[src/rtl/int_ack_pkg.sv]
// Shared types and constants for the interrupt-acknowledge sequencer.
// Holds the FSM state encoding, the INTA polarity constants and the counter width helper.
package int_ack_pkg;

  typedef enum logic [2:0] {
    IDLE = 3'd0,
    P1   = 3'd1,
    GAP  = 3'd2,
    P2   = 3'd3,
    HOLD = 3'd4
  } ack_state_e;

  localparam logic       INTA_ASSERT   = 1'b0;
  localparam logic       INTA_DEASSERT = 1'b1;
  localparam logic [7:0] VEC_RESET     = 8'h00;

  // Counter holds values up to max(a,b)-1; never narrower than one bit.
  function automatic int cnt_width(input int a, input int b);
    int m;
    m = (a > b) ? a : b;
    if (m <= 1) begin
      return 1;
    end else begin
      return $clog2(m);
    end
  endfunction

endpackage

[src/rtl/bit_synchronizer.sv]
// Multi-flop synchronizer for a single asynchronous level signal.
module bit_synchronizer #(
  parameter int STAGES = 2
) (
  input  logic clk,
  input  logic reset,
  input  logic d,
  output logic q
);

  logic [STAGES-1:0] sync_r;

  // shift chain, cleared by synchronous reset
  always_ff @(posedge clk) begin
    if (reset) begin
      sync_r <= {STAGES{1'b0}};
    end else begin
      sync_r[0] <= d;
      for (int i = 1; i < STAGES; i++) begin
        sync_r[i] <= sync_r[i-1];
      end
    end
  end

  assign q = sync_r[STAGES-1];

endmodule

[src/rtl/int_ack_sequencer.sv]
// Runs the two-pulse INTA cycle toward the PIC and hands the captured
// vector byte to the CPU core through a valid/ready handshake.
module int_ack_sequencer
  import int_ack_pkg::*;
#(
  parameter int INTA_LOW_CYCLES = 2,
  parameter int INTA_GAP_CYCLES = 2,
  parameter int SYNC_STAGES     = 2
) (
  input  logic       clk,
  input  logic       reset,
  input  logic       INT,
  input  logic       cpu_if,
  input  logic       cpu_boundary,
  input  logic [7:0] data_Bus,
  output logic       INTA,
  output logic [7:0] vec_out,
  output logic       vec_valid,
  input  logic       vec_ready,
  output logic       busy
);

  localparam int CNT_W = cnt_width(INTA_LOW_CYCLES, INTA_GAP_CYCLES);
  localparam logic [CNT_W-1:0] LOW_LOAD = CNT_W'(INTA_LOW_CYCLES - 1);
  localparam logic [CNT_W-1:0] GAP_LOAD = CNT_W'(INTA_GAP_CYCLES - 1);
  localparam logic [CNT_W-1:0] CNT_ZERO = {CNT_W{1'b0}};
  localparam logic [CNT_W-1:0] CNT_ONE  = CNT_W'(1);

  logic             int_s;
  ack_state_e       state_r;
  ack_state_e       state_nxt_s;
  logic [CNT_W-1:0] cnt_r;
  logic [CNT_W-1:0] cnt_nxt_s;
  logic             capture_s;
  logic             release_s;
  logic             inta_r;
  logic [7:0]       vec_out_r;
  logic             vec_valid_r;
  logic             busy_r;

  bit_synchronizer #(
    .STAGES (SYNC_STAGES)
  ) u_int_sync (
    .clk   (clk),
    .reset (reset),
    .d     (INT),
    .q     (int_s)
  );

  // next-state and counter logic; once P1 is entered the sequence always completes
  always_comb begin
    state_nxt_s = state_r;
    cnt_nxt_s   = cnt_r;
    capture_s   = 1'b0;
    release_s   = 1'b0;
    case (state_r)
      IDLE: begin
        if (int_s && cpu_if && cpu_boundary) begin
          state_nxt_s = P1;
          cnt_nxt_s   = LOW_LOAD;
        end else begin
          state_nxt_s = IDLE;
        end
      end
      P1: begin
        if (cnt_r == CNT_ZERO) begin
          state_nxt_s = GAP;
          cnt_nxt_s   = GAP_LOAD;
        end else begin
          cnt_nxt_s = cnt_r - CNT_ONE;
        end
      end
      GAP: begin
        if (cnt_r == CNT_ZERO) begin
          state_nxt_s = P2;
          cnt_nxt_s   = LOW_LOAD;
        end else begin
          cnt_nxt_s = cnt_r - CNT_ONE;
        end
      end
      P2: begin
        if (cnt_r == CNT_ZERO) begin
          state_nxt_s = HOLD;
          capture_s   = 1'b1;
        end else begin
          cnt_nxt_s = cnt_r - CNT_ONE;
        end
      end
      HOLD: begin
        if (vec_valid_r && vec_ready) begin
          state_nxt_s = IDLE;
          release_s   = 1'b1;
        end else begin
          state_nxt_s = HOLD;
        end
      end
      default: begin
        state_nxt_s = IDLE;
        cnt_nxt_s   = CNT_ZERO;
      end
    endcase
  end

  // state register plus outputs decoded from the next state so INTA is a clean flop
  always_ff @(posedge clk) begin
    if (reset) begin
      state_r     <= IDLE;
      cnt_r       <= CNT_ZERO;
      inta_r      <= INTA_DEASSERT;
      vec_out_r   <= VEC_RESET;
      vec_valid_r <= 1'b0;
      busy_r      <= 1'b0;
    end else begin
      state_r <= state_nxt_s;
      cnt_r   <= cnt_nxt_s;
      inta_r  <= ((state_nxt_s == P1) || (state_nxt_s == P2)) ? INTA_ASSERT : INTA_DEASSERT;
      busy_r  <= (state_nxt_s != IDLE);
      if (capture_s) begin
        vec_out_r   <= data_Bus;
        vec_valid_r <= 1'b1;
      end else if (release_s) begin
        vec_valid_r <= 1'b0;
      end
    end
  end

  assign INTA      = inta_r;
  assign vec_out   = vec_out_r;
  assign vec_valid = vec_valid_r;
  assign busy      = busy_r;

endmodule

[config.mk]
export PLATFORM = sky130hd
export DESIGN_NAME = int_ack_sequencer
export DESIGN_NICKNAME = d
export VERILOG_FILES = /design/src/rtl/int_ack_pkg.sv /design/src/rtl/bit_synchronizer.sv /design/src/rtl/int_ack_sequencer.sv
export SDC_FILE = /design/constraint.sdc
export NUM_CORES = 1
export LEC_CHECK = 0
export CORE_MARGIN = 1.5
export CORE_UTILIZATION = 40
export CTS_CLUSTER_DIAMETER = 100
export DETAILED_ROUTE_END_ITERATION = 6
export MAX_ROUTING_LAYER = met4
export PLACE_DENSITY = 0.85
export SYNTH_ARGS = -nofsm -noshare
export SYNTH_HDL_FRONTEND = slang
export SYNTH_SLANG_ARGS = --single-unit
[constraint.sdc]
create_clock -name clk -period 2.1 [get_ports clk]
set_clock_uncertainty 0.2 [all_clocks]
set_input_delay 0.42 -clock clk [delete_from_list [all_inputs] [get_ports clk]]
set_output_delay 0.42 -clock clk [all_outputs]
set_load 0.05 [all_outputs]
==> metrics.txt <==
top_reg_cell synth dfxtp_1; Mapped Cells 72; pin count of the biggest net entering global routing 17; NetSw 0.000237 W; Seq pwr share 0.518; CP Launch Type flip-flop; Final Max Slew Viols 0; global-route wire length before repair 2260 um; Initial Util 0.418; Area Growth Syn to Fin 45.0%; vias in the first global route 543; PnR Total Power 0.000758 W; Clock Latency Late Sink 290 ps; TritonCTS clock tree done; Net Sw Frac 0.313; cell row count 14; Period Utilization, post-route 0.986; Fillers 126; Critical R2R Launch state_r[1]; final net count 112; Storage cell area 340 um2; GPL Wtd Cong 0.746; DIE AREA 1800 um2; Max Clock Freq 483 MHz; routed wire length 1330 um; vias per inst 5.27; Peak VDD IR 0.375 mV; Synth async-reset ratio 0; internal power 0.000521 W; Vias 595; CP max-delay cell clkdlybuf4s50_1; Hold Violations, Final 0; flop2flop setup slack 500 ps; Final ANT Viol Nets 0; Worst Setup EP vec_out[1]; Mapped Area 623 um2; share of layout cells above drive strength 1 0.0619; MaxCap Viol Count 0; IO Port Bufs 24; Setup Total Neg Slack 0 ps; Critical Path Source vec_out[1]; Post-synth EDFFs 0; Critical path buffers and inverters 1; H-tree depth 1; DRC Markers 0; Final setup viols 0; Levels on crit path 1; R2R depth 3; crit-path cells clkdlybuf4s50_1; Max clock buf depth 2; status finished, final reports clean; CTS Root Cell clkbuf_4; Syn Nets 86; DPL Wire Length 950 um; power share of the clock group 0.234; unrepaired setup endpoints after global routing false; antenna diode count 0; I/O pin cnt 25; HP Class reg2reg; Core ar. 1490 um2; die height 42.5 um; Netlist cell types 20; # hold bufs at CTS 0; First-pass DRT Iterations 4; cell family with most CP delay buffers and inverters; worst path arrival time 1450 ps; Clock Sinks 17; WS Path Type reg2out; Worst Path Max Fanout 2; average size of a mapped cell 8.65 um2; Final min period 2070 ps; First DRT Iteration DRCs 10; multi-input logic area 255 um2; Seq cells post-synth 17; Logic pwr share 0.249; Warnings, synthesis 0; Worst Tran Pin Value 536 ps; Worst Hold Launch u_int_sync.sync_r[0]; P per Cell Area 840 nW/um2; total CTS buffers 3; Final Util 0.607; gr ovfl total 0; worst endpoint required time 1480 ps; Slew Limit Headroom 0.642; clk slew on worst S/H paths 100 ps; sequential share of the synthesized area 0.546; Pleak 0.339 nW; wire length per cell 11.7 um; Worst R2R End INTA; Die Width 42.5 um; crit end category output pin; Global Route Usage Sum 0.172; worst hold slack 258 ps; crit-path max cell delay 800 ps; initial antenna violation count 0
## registers in the layout, summed over array words and instances, names as in the netlist
name               flops
INTA                   1
busy                   1
cnt_r                  1
state_r                3
u_int_sync.sync_r      2
vec_out                8
vec_valid              1
## synth_stat cells (2+ instances only)
cell type / instances / area (um2)
a21oi_1: 13 / 65.1
clkbuf_1: 3 / 11.3
dfxtp_1: 17 / 340
nand2_1: 19 / 71.3
nor2_1: 2 / 7.51
nor2b_1: 3 / 18.8
nor3_1: 2 / 10.0
## power by group through the flow
stage | combinational (W) | sequential, W | clock [W]
final | 0.000189 | 0.000393 | 0.000177
after global routing | 0.000207 | 0.000397 | 0.000191
after CTS | 0.000190 | 0.000392 | 0.000182
after detailed placement | 0.000189 | 0.000400 | 0
after global placement | 0.000187 | 0.000399 | 0
after floorplan | 0.0000983 | 0.000429 | 0
## worst min-delay path by stage
stage | to | slack [ps] | cells after the start
floorplan | u_int_sync.sync_r[1] | 210 | 1
global placement | u_int_sync.sync_r[1] | 230 | 1
detailed placement | u_int_sync.sync_r[1] | 240 | 1
CTS | vec_out[0] | 260 | 2
global route | vec_out[0] | 280 | 2
finish | u_int_sync.sync_r[1] | 260 | 1
## through the flow
| stage | cell area (um2) | setup WS, ps | instances |
|---|---|---|---|
| floorplan | 623 | 588 | 72 |
| global placement | 872 | 104 | 109 |
| detailed placement | 872 | 68.5 | 109 |
| CTS | 898 | 20.8 | 113 |
| global route | 903 | 0.601 | 113 |
| finish | 903 | 29.2 | 113 |
## per-layer routing
layer,global-route usage,share of wire
met1,0.204,0.40
met2,0.271,0.53
met3,0.0259,0.054
met4,0.113,0.013
met5,-,0
## layout make-up
| cell class | instances | area share |
|---|---|---|
| well taps | 16 | 0.0222 |
| repair buffers | 26 | 0.285 |
| inverters | 1 | 0.00416 |
| clock buffers | 4 | 0.0291 |
| flip-flops and latches | 17 | 0.377 |
| multi-input cells | 49 | 0.283 |
## kinds of logic (layout without fill, tap and decap cells)
group                  Yosys count  in the layout  synth area share
XOR/XNOR                         1              1            0.0141
AO/OA/AOI/OAI                   15             15             0.137
AND/OR/NAND/NOR                 33             33             0.259
flip-flops                      17             17             0.546
buffers and inverters            6             31            0.0442
## cell usage in the layout (no fill, tap or decap)
cell type / instances
buf_4: 3
nor4_1: 1
or2_1: 1
nor2_1: 2
clkbuf_4: 3
a2111o_1: 1
nand4bb_1: 1
nand2_1: 19
nand3b_1: 1
a21oi_1: 13
dfxtp_1: 17
a311oi_1: 1
or4_1: 1
clkbuf_1: 1
xnor2_1: 1
inv_1: 1
clkdlybuf4s50_1: 21
nand3_1: 1
dlymetal6s2s_1: 2
nor2b_1: 3
nor4bb_1: 1
nor3_1: 2
## timing repair
item,in CTS,in global routing
buffers inserted,0,0
gates resized for setup,0,2
endpoints found under the setup margin,0,2
(Power assumes the default switching activity.)
